### src/rtl/mrsc_encode_writer_if.sv
// Handshake bundle for the MRSC encode writer: upstream data valid/ready plus the
// downstream memory write request/acknowledge.
interface mrsc_encode_writer_if #(
  parameter int ADDR_W = 8
);
  logic              in_valid;
  logic [0:15]       in_data;
  logic              in_ready;
  logic [0:31]       inj_mask;
  logic              mem_we;
  logic [ADDR_W-1:0] mem_addr;
  logic [0:31]       mem_wdata;
  logic              mem_ack;

  modport slave (
    input  in_valid, in_data, inj_mask, mem_ack,
    output in_ready, mem_we, mem_addr, mem_wdata
  );

  modport master (
    output in_valid, in_data, inj_mask, mem_ack,
    input  in_ready, mem_we, mem_addr, mem_wdata
  );
endinterface

### src/rtl/mrsc_encode_writer.sv
// Encodes 16-bit words into 32-bit MRSC codewords and writes them to sequential
// memory addresses, with optional per-word error injection.
module mrsc_encode_writer #(
  parameter int ADDR_W = 8,
  parameter int DEPTH  = 256,
  parameter int INJ_EN = 1
) (
  input  logic                 i_clk,
  input  logic                 i_rst_n,
  input  logic                 i_clear,
  mrsc_encode_writer_if.slave  bus,
  output logic [ADDR_W:0]      o_wr_count,
  output logic                 o_full
);

  typedef enum logic [0:0] {
    ST_IDLE  = 1'b0,
    ST_WRITE = 1'b1
  } state_t;

  localparam logic [ADDR_W-1:0] LAST_ADDR = ADDR_W'(DEPTH - 1);

  state_t            r_state;
  state_t            w_state_nxt;
  logic              w_accept;
  logic              w_done;
  logic              r_in_ready;
  logic              r_mem_we;
  logic [ADDR_W-1:0] r_mem_addr;
  logic [0:31]       r_mem_wdata;
  logic [ADDR_W:0]   r_wr_count;
  logic              r_full;
  logic [0:31]       w_codeword;
  logic [0:31]       w_inj;

  // s[r][c] = d[4c+r]; bit 0 of d is the MSB of the word.
  function automatic logic [0:15] mrsc_check(input logic [0:15] d);
    logic [0:15] c;
    c[0]  = d[0]  ^ d[5]  ^ d[2]  ^ d[7];
    c[1]  = d[12] ^ d[9]  ^ d[14] ^ d[11];
    c[2]  = d[4]  ^ d[1]  ^ d[6]  ^ d[3];
    c[3]  = d[8]  ^ d[13] ^ d[10] ^ d[15];
    c[4]  = ^d[0:3];
    c[5]  = ^d[12:15];
    c[6]  = ^d[4:7];
    c[7]  = ^d[8:11];
    c[8]  = d[0]  ^ d[8];
    c[9]  = d[4]  ^ d[12];
    c[10] = d[1]  ^ d[9];
    c[11] = d[5]  ^ d[13];
    c[12] = d[2]  ^ d[10];
    c[13] = d[6]  ^ d[14];
    c[14] = d[3]  ^ d[11];
    c[15] = d[7]  ^ d[15];
    return c;
  endfunction

  assign w_codeword = {bus.in_data, mrsc_check(bus.in_data)};
  assign w_inj      = (INJ_EN != 0) ? bus.inj_mask : 32'h0000_0000;

  // Next-state and transfer strobes; ready is registered so accept needs no comb path to valid.
  always_comb begin
    w_state_nxt = r_state;
    w_accept    = 1'b0;
    w_done      = 1'b0;
    case (r_state)
      ST_IDLE: begin
        if (bus.in_valid && r_in_ready) begin
          w_state_nxt = ST_WRITE;
          w_accept    = 1'b1;
        end else begin
          w_state_nxt = ST_IDLE;
        end
      end
      ST_WRITE: begin
        if (bus.mem_ack) begin
          w_state_nxt = ST_IDLE;
          w_done      = 1'b1;
        end else begin
          w_state_nxt = ST_WRITE;
        end
      end
      default: begin
        w_state_nxt = ST_IDLE;
      end
    endcase
  end

  // State register; clear overrides any accept or ack in the same cycle.
  always_ff @(posedge i_clk) begin
    if (!i_rst_n) begin
      r_state <= ST_IDLE;
    end else if (i_clear) begin
      r_state <= ST_IDLE;
    end else begin
      r_state <= w_state_nxt;
    end
  end

  // Write datapath, address/count bookkeeping and the registered ready.
  always_ff @(posedge i_clk) begin
    if (!i_rst_n) begin
      r_in_ready  <= 1'b0;
      r_mem_we    <= 1'b0;
      r_mem_addr  <= '0;
      r_mem_wdata <= 32'h0000_0000;
      r_wr_count  <= '0;
      r_full      <= 1'b0;
    end else if (i_clear) begin
      r_in_ready  <= 1'b1;
      r_mem_we    <= 1'b0;
      r_mem_addr  <= '0;
      r_mem_wdata <= 32'h0000_0000;
      r_wr_count  <= '0;
      r_full      <= 1'b0;
    end else if (w_accept) begin
      r_in_ready  <= 1'b0;
      r_mem_we    <= 1'b1;
      r_mem_wdata <= w_codeword ^ w_inj;
    end else if (w_done) begin
      r_mem_we   <= 1'b0;
      r_wr_count <= r_wr_count + (ADDR_W+1)'(1);
      if (r_mem_addr == LAST_ADDR) begin
        r_full     <= 1'b1;
        r_in_ready <= 1'b0;
      end else begin
        r_mem_addr <= r_mem_addr + ADDR_W'(1);
        r_in_ready <= 1'b1;
      end
    end else begin
      r_in_ready <= (r_state == ST_IDLE) && !r_full;
    end
  end

  assign bus.in_ready  = r_in_ready;
  assign bus.mem_we    = r_mem_we;
  assign bus.mem_addr  = r_mem_addr;
  assign bus.mem_wdata = r_mem_wdata;
  assign o_wr_count    = r_wr_count;
  assign o_full        = r_full;

endmodule

### src/flat_wrapper.sv
// flat-port wrapper written by rule: the top's interface ports become plain ports
module mrsc_encode_writer_flat 
#(
  parameter int ADDR_W = 8,
  parameter int DEPTH  = 256,
  parameter int INJ_EN = 1
)
  (i_clk, i_rst_n, i_clear, o_wr_count, o_full, bus_in_valid, bus_in_data, bus_inj_mask, bus_mem_ack, bus_in_ready, bus_mem_we, bus_mem_addr, bus_mem_wdata);
  mrsc_encode_writer_if #(.ADDR_W(ADDR_W)) bus_i ();
  input  logic i_clk;
  input  logic i_rst_n;
  input  logic i_clear;
  output logic [ADDR_W:0] o_wr_count;
  output logic o_full;
  input wire logic [$bits(bus_i.in_valid)-1:0] bus_in_valid;
  input wire logic [$bits(bus_i.in_data)-1:0] bus_in_data;
  input wire logic [$bits(bus_i.inj_mask)-1:0] bus_inj_mask;
  input wire logic [$bits(bus_i.mem_ack)-1:0] bus_mem_ack;
  output wire logic [$bits(bus_i.in_ready)-1:0] bus_in_ready;
  output wire logic [$bits(bus_i.mem_we)-1:0] bus_mem_we;
  output wire logic [$bits(bus_i.mem_addr)-1:0] bus_mem_addr;
  output wire logic [$bits(bus_i.mem_wdata)-1:0] bus_mem_wdata;
  assign bus_i.in_valid = bus_in_valid;
  assign bus_i.in_data = bus_in_data;
  assign bus_i.inj_mask = bus_inj_mask;
  assign bus_i.mem_ack = bus_mem_ack;
  assign bus_in_ready = bus_i.in_ready;
  assign bus_mem_we = bus_i.mem_we;
  assign bus_mem_addr = bus_i.mem_addr;
  assign bus_mem_wdata = bus_i.mem_wdata;
  mrsc_encode_writer #(.ADDR_W(ADDR_W), .DEPTH(DEPTH), .INJ_EN(INJ_EN)) u_core (.i_clk(i_clk), .i_rst_n(i_rst_n), .i_clear(i_clear), .bus(bus_i), .o_wr_count(o_wr_count), .o_full(o_full));
endmodule
### config.mk
export PLATFORM = sky130hd
export DESIGN_NAME = mrsc_encode_writer_flat
export DESIGN_NICKNAME = d
export VERILOG_FILES = /design/src/rtl/mrsc_encode_writer_if.sv /design/src/rtl/mrsc_encode_writer.sv /design/src/flat_wrapper.sv
export SDC_FILE = /design/constraint.sdc
export NUM_CORES = 1
export LEC_CHECK = 0
export CAP_MARGIN = 20
export CORE_MARGIN = 2
export CORE_UTILIZATION = 46
export CTS_CLUSTER_SIZE = 25
export DETAILED_ROUTE_END_ITERATION = 10
export PLACE_DENSITY = 0.85
export SLEW_MARGIN = 0
export SYNTH_ARGS = -nofsm -noshare
export SYNTH_HDL_FRONTEND = slang
export SYNTH_SLANG_ARGS = --single-unit
### constraint.sdc
create_clock -name i_clk -period 2.75 [get_ports i_clk]
set_clock_uncertainty 0.05 [all_clocks]
set_input_delay 0.6875 -clock i_clk [delete_from_list [all_inputs] [get_ports i_clk]]
set_output_delay 0.6875 -clock i_clk [all_outputs]
set_load 0.01 [all_outputs]
==> impl_metrics.ini, run 1 <==
[global_route]
overflow = 0
grt_pass1_wl_um = 11100
antenna_found_initial = 0
grtUsageTotal_pct = 23.3
grt_pass1_vias = 2337
grt_max_degree = 46

[worst_setup_path]
crit_family = buffers and inverters
startpoint_type = input port
reg2reg_to = u_core.bus.mem_wdata[20]$_SDFFE_PP0P_
reg2reg_from = u_core.r_state$_SDFF_PP0_
cpPeakStageDelay_ns = 0.52
crit_type = input port to register
path_cells = clkdlybuf4s50_1 -> nand3b_1 -> buf_4 -> nor3b_1 -> mux2i_1 -> nand2_1
worst_ep_required_time_ns = 2.96
rr_worst_depth = 5
worst-path-buf-inv = 2
crit_slowest_cell = clkdlybuf4s50_1
r2r_setup_slack_ns = 1.02
crit_path_max_fanout = 15
crit_arrival_ns = 2.35
endpoint_kind = register

[drt]
drt_iter0_markers = 128
routed_wl_um = 7020
wl_per_cell_um = 15.3
drc = 0
firstDrtPassIters = 4
dr.max_layer_used = met4
num_vias = 2384
dr_wl_met2_um = 3490
wirelength_met1_um = 2990
met3_length_um = 429
vias_per_cell = 5.21
final_antenna_net_count = 0

[finish]
antenna_cells = 0
layout.nets = 442
layout-drive-gt1-share_pct = 4.90
syn2layout_area_growth_pct = 49.6

[synth]
yosysMostFrequentCell = dfxtp_1
synthSimpleGateAreaFrac_pct = 20.1
synthAdderAreaFrac_pct = 0.991
synth_top_family_by_area = XOR/XNOR gates
async_flop_share_pct = 0
seq_area_frac_synth_pct = 42.0
synth_top_area_share_pct = 42.0
synth_largest_area_cell = dfxtp_1
synthTopCellsByCount = dfxtp_1, xnor2_1, nand2_1, nor2_1, a211oi_1
muxShareOfSynthArea_pct = 1.98
syn_area_um2 = 2520
synth_warnings = 0
syn_nets = 339
synth_xor_area_share_pct = 21.7
ys_seq_elements = 53
synth_edf_count = 0
synth-compound-area-share_pct = 10.5
synthTopCellsByArea = dfxtp_1, xnor2_1, nand2_1
post_synth_inst_count = 284
synth_cell_types = 37
syn_area_per_cell_um2 = 8.89
synth_top_flop_cell = dfxtp_1

[floorplanning]
die_y_um = 78.1
die_w_um = 78.1
ios = 105
core_region_area_um2 = 5200
die_area_um2 = 6100
start_util_pct = 48.5
rows = 26

[clocking]
cts_resized = 0
postCtsSetupRepairBufs = 0
h-tree-depth = 2
clkSlewWorstSetupHoldPaths_ns = 0.10
cts_buffers = 5
cts_root_buf = clkbuf_8
cts_tree = built
cts_buffer_depth = 2
cts_hold_buf = 0
clkSinkCount = 53
clk_latency_ns = 0.31

[sta]
timing.final.crit_share_pct = 77.7
fin_crit_ns = 2.14
finalHoldViolCount = 0
worst_pin_slew_ns = 0.374
fmax_ghz = 0.468
setup_viol = 0
drv_slew = 0
rsz0062_at_grt = false
maxSlewHeadroom_pct = 74.9
tns_ns = 0
finalWorstSetupSlack_ns = 0.613

[placement]
hpwl_um = 5240
io_buffers = 104
place_congestion = 0.885
pre_cts_ws_ns = 0.306

[min_path]
hold_end = u_core.bus.mem_wdata[28]$_SDFFE_PP0P_
holdPathStages = 2
hold_start = u_core.bus.mem_wdata[28]$_SDFFE_PP0P_
hold_path.class = register to register

[power_and_ir_drop]
peakVddDrop_mv = 0.237
p_leak_nw = 1.28
power.density_nw_per_um2 = 442

[run]
maxCapViolations = 0

[run_status]
outcome = finished, final reports clean
[per-stage QoR]
stage	utilization (%)	cell area [um^2]	instances	hold WS [ns]	total power, mW
floorplan	-	2520	284	0.426	0.966
global placement	70.3	3660	450	0.389	1.12
detailed placement	70.3	3660	450	0.397	1.13
CTS	72.6	3780	458	0.409	1.68
global route	72.6	3780	458	0.442	1.73
finish	72.6	3780	458	0.412	1.67
[cells in the final DEF, fill, tap and decap left out, types with 2 or more instances in the layout]
| cell type | Yosys | routed |
|---|---|---|
| or4_1 | 2 | 2 |
| and2_1 | 2 | 2 |
| inv_1 | 2 | 2 |
| nor2_1 | 33 | 33 |
| ha_1 | 2 | 2 |
| nor3b_1 | 2 | 2 |
| a21oi_1 | 14 | 14 |
| clkdlybuf4s50_1 | 0 | 104 |
| nand4_1 | 5 | 5 |
| dfxtp_1 | 53 | 53 |
| nand3_1 | 11 | 11 |
| buf_4 | 0 | 5 |
| clkbuf_8 | 0 | 6 |
| and3_1 | 2 | 2 |
| xnor2_1 | 50 | 50 |
| nor3_1 | 8 | 8 |
| nand3b_1 | 2 | 2 |
| o211ai_1 | 4 | 4 |
| a211oi_1 | 16 | 16 |
| xor2_1 | 10 | 10 |
| mux2i_1 | 5 | 5 |
| nand2_1 | 33 | 33 |
[per-layer routing]
| layer | track usage, % | vias to the layer above |
|---|---|---|
| met3 | 5.29 | 10 |
| li1 | - | 1171 |
| met2 | 38.6 | 88 |
| met1 | 29.7 | 1115 |
| met4 | 8.77 | 0 |
| met5 | 0 | - |
[worst min-delay path, cell delays in order, from the launching register on]
cell and delay (ns):
dfxtp_1 0.32, nand2_1 0.05, a21oi_1 0.05
[state kept, by name (all words and copies together) (netlist names)]
name,cells
u_core.bus.in_ready,1
u_core.bus.mem_addr,8
u_core.bus.mem_wdata,32
u_core.bus.mem_we,1
u_core.o_full,1
u_core.o_wr_count,9
u_core.r_state,1
[report_power, final]
part | total (mW) | leakage (nW) | switching, mW | internal (mW)
Clock | 0.554 | 0.0574 | 0.258 | 0.296
Combinational | 0.317 | 0.794 | 0.140 | 0.177
Sequential | 0.797 | 0.429 | 0.0116 | 0.785
Total | 1.67 | 1.28 | 0.410 | 1.26
[cell type report]
cell class | instances | area [um^2]
Fill cell | 391 | 1430
Multi-Input combinational cell | 215 | 1400
Timing Repair Buffer | 110 | 1100
Sequential cell | 53 | 1060
Tap cell | 70 | 87.6
Clock buffer | 6 | 82.6
Clock inverter | 2 | 37.5
Inverter | 2 | 7.51
[worst max path at each step]
stage / start / endpoint / slack, ns / depth (start not counted)
after floorplan: i_clear / u_core.bus.mem_wdata[6]$_SDFFE_PP0P_ / 1.06 / 5
after CTS: bus_in_valid / u_core.bus.mem_wdata[20]$_SDFFE_PP0P_ / 0.63 / 6
final: bus_in_valid / u_core.bus.mem_wdata[20]$_SDFFE_PP0P_ / 0.61 / 6
after global routing: bus_in_valid / u_core.bus.mem_wdata[20]$_SDFFE_PP0P_ / 0.55 / 6
after detailed placement: bus_in_valid / u_core.bus.mem_wdata[20]$_SDFFE_PP0P_ / 0.31 / 6
after global placement: bus_in_valid / u_core.bus.mem_wdata[18]$_SDFFE_PP0P_ / 0.48 / 6
[cell families after synthesis]
| logic type | count (synthesis) |
|---|---|
| simple gates | 108 |
| xor+xnor | 61 |
| flops | 53 |
| compound gates | 39 |
| buf+inv | 16 |
| mux | 5 |
| fa+ha+maj | 2 |
Power figures use the tool's default switching activity.
==> run 2, diff against run 1 <==
CORE_UTILIZATION = 39   (was 46)
PLACE_DENSITY = 0.77   (was 0.85)
clock period = 1.9 ns   (was 2.75 ns; I/O delays follow)
==> run 2 against run 1 <==
  * Combinational power increased by 61%
  * Sequential power grew 44%
  * First-iteration DRC count down 50%
  * Utilization shrank 10 points
  * Cell count rose by 7.2%
  * Global-route usage fell by 3.8 points
  * Highest routed layer unchanged
  * Flip-flop and latch count unchanged
  * Hold slack got worse by 0.0035 ns
  * Critical path type is now register to primary output
  * Largest cell class unchanged
  * Sequential share of layout area down 1.2 points
==> impl_metrics.ini, run 2 (synthesis results as in run 1) <==
[min_path]
hold_start = u_core.bus.mem_wdata[29]$_SDFFE_PP0P_
hold_path.class = register to register
holdPathStages = 2
hold_end = u_core.bus.mem_wdata[29]$_SDFFE_PP0P_

[floorplanning]
ios = 105
core_region_area_um2 = 6310
die_w_um = 84.5
start_util_pct = 40.0
rows = 29
die_y_um = 84.5
die_area_um2 = 7130

[placement]
hpwl_um = 5430
place_congestion = 0.798
dp.cells = 485
io_buffers = 104
pre_cts_ws_ns = -0.153

[worst_setup_path]
crit_arrival_ns = 1.31
reg2reg_from = u_core.bus.mem_addr[0]$_SDFFE_PP0P_
crit_path_max_fanout = 7
r2r_setup_slack_ns = 0.28
path_cells = clkdlybuf4s50_1
rr_worst_depth = 6
crit_type = register to primary output
worst_ep_required_time_ns = 1.37
startpoint_type = register
reg2reg_to = u_core.bus.mem_addr[1]$_SDFFE_PP0P_
endpoint_kind = primary output
crit_family = buffers and inverters
crit_slowest_cell = clkdlybuf4s50_1
cpPeakStageDelay_ns = 0.58
worst-path-buf-inv = 1

[clocking]
cts_buffers = 5
h-tree-depth = 2
postCtsSetupRepairBufs = 0
cts_root_buf = clkbuf_8
clk_latency_ns = 0.30
cts_hold_buf = 0
cts_resized = 0
cts_buffer_depth = 2
clkSlewWorstSetupHoldPaths_ns = 0.08
cts_tree = built
clkSinkCount = 53

[drt]
routed_wl_um = 6820
final_antenna_net_count = 0
wl_per_cell_um = 13.9
num_vias = 2416
drc = 0
firstDrtPassIters = 6
vias_per_cell = 4.92
drt_iter0_markers = 64

[sta]
fmax_ghz = 0.544
fin_crit_ns = 1.84
timing.final.crit_share_pct = 96.7
maxSlewHeadroom_pct = 78.0
finalHoldViolCount = 0
worst_pin_slew_ns = 0.328
tns_ns = 0
whs_ns = 0.409
drv_slew = 0
setup_viol = 0
rsz0062_at_grt = false
finalWorstSetupSlack_ns = 0.0628

[global_route]
grt_pass1_wl_um = 11200
grt_max_degree = 36
grt_pass1_vias = 2393
antenna_found_initial = 0
overflow = 0
grtUsageTotal_pct = 19.5

[finish]
largest_reg_flops = 32
layout-drive-gt1-share_pct = 10.9
antenna_cells = 0
final_cell_count_no_fill = 491
layout.nets = 470
mostFrequentLayoutCell = clkdlybuf4s50_1
fill_cells = 546
syn2layout_area_growth_pct = 56.4
mostFrequentLayoutCells = clkdlybuf4s50_1, dfxtp_1, xnor2_1

[power_and_ir_drop]
p_total_mw = 2.25
power.density_nw_per_um2 = 570
power_frac_comb_pct = 22.6
p_leak_nw = 1.40
peakVddDrop_mv = 0.291
p_seq_share_pct = 51.2
switching_share_pct = 25.3
p_int_mw = 1.68
power_frac_clock_pct = 26.2
power.switching_uw = 570

[run]
maxCapViolations = 0

[run_status]
outcome = finished, final reports clean
## run 2: worst max path at each step
stage	startpoint	endpoint	slack, ns	cells after the start
after global routing	u_core.bus.mem_addr[2]$_SDFFE_PP0P_	bus_mem_addr[2]	0.02	1
final	u_core.o_wr_count[3]$_SDFFE_PP0P_	o_wr_count[3]	0.06	1
after floorplan	u_core.bus.mem_addr[0]$_SDFFE_PP0P_	u_core.bus.mem_addr[6]$_SDFFE_PP0P_	0.37	5
after detailed placement	bus_in_data[2]	u_core.bus.mem_wdata[19]$_SDFFE_PP0P_	-0.15	6
after global placement	bus_in_data[2]	u_core.bus.mem_wdata[19]$_SDFFE_PP0P_	-0.11	6
after CTS	u_core.o_wr_count[3]$_SDFFE_PP0P_	o_wr_count[3]	0.06	1
## run 2: through the flow
step	cell area, um^2	utilization (%)
after floorplan	2520	-
after global placement	3880	61.4
after detailed placement	3880	61.4
after CTS	3950	62.6
after global routing	3950	62.6
final	3950	62.6
## run 2: metal layers
layer	track usage, %	vias to the layer above	part of all wire, %
li1	-	1228	-
met1	24.4	1119	44
met2	34.2	62	50
met3	5.01	7	5.2
met4	3.90	0	0.81
met5	0	-	0
## run 2: final cells by class
| class | count | area, um^2 | share of cell area [%] |
|---|---|---|---|
| flip-flops and latches | 53 | 1060 | 26.9 |
| multi-input cells | 215 | 1400 | 35.5 |
| repair buffers | 138 | 1310 | 33.1 |
| clock buffers | 5 | 68.8 | 1.74 |
| inverters | 2 | 7.51 | 0.190 |
| clock inverters | 1 | 5.00 | 0.127 |
| well taps | 77 | 96.3 | 2.44 |
## run 2: power groups by stage
stage | logic (mW) | clock network, mW | registers [mW]
floorplan | 0.211 | 0 | 1.19
global placement | 0.503 | 0 | 1.18
detailed placement | 0.510 | 0 | 1.18
CTS | 0.513 | 0.608 | 1.15
global route | 0.550 | 0.656 | 1.16
finish | 0.509 | 0.589 | 1.15
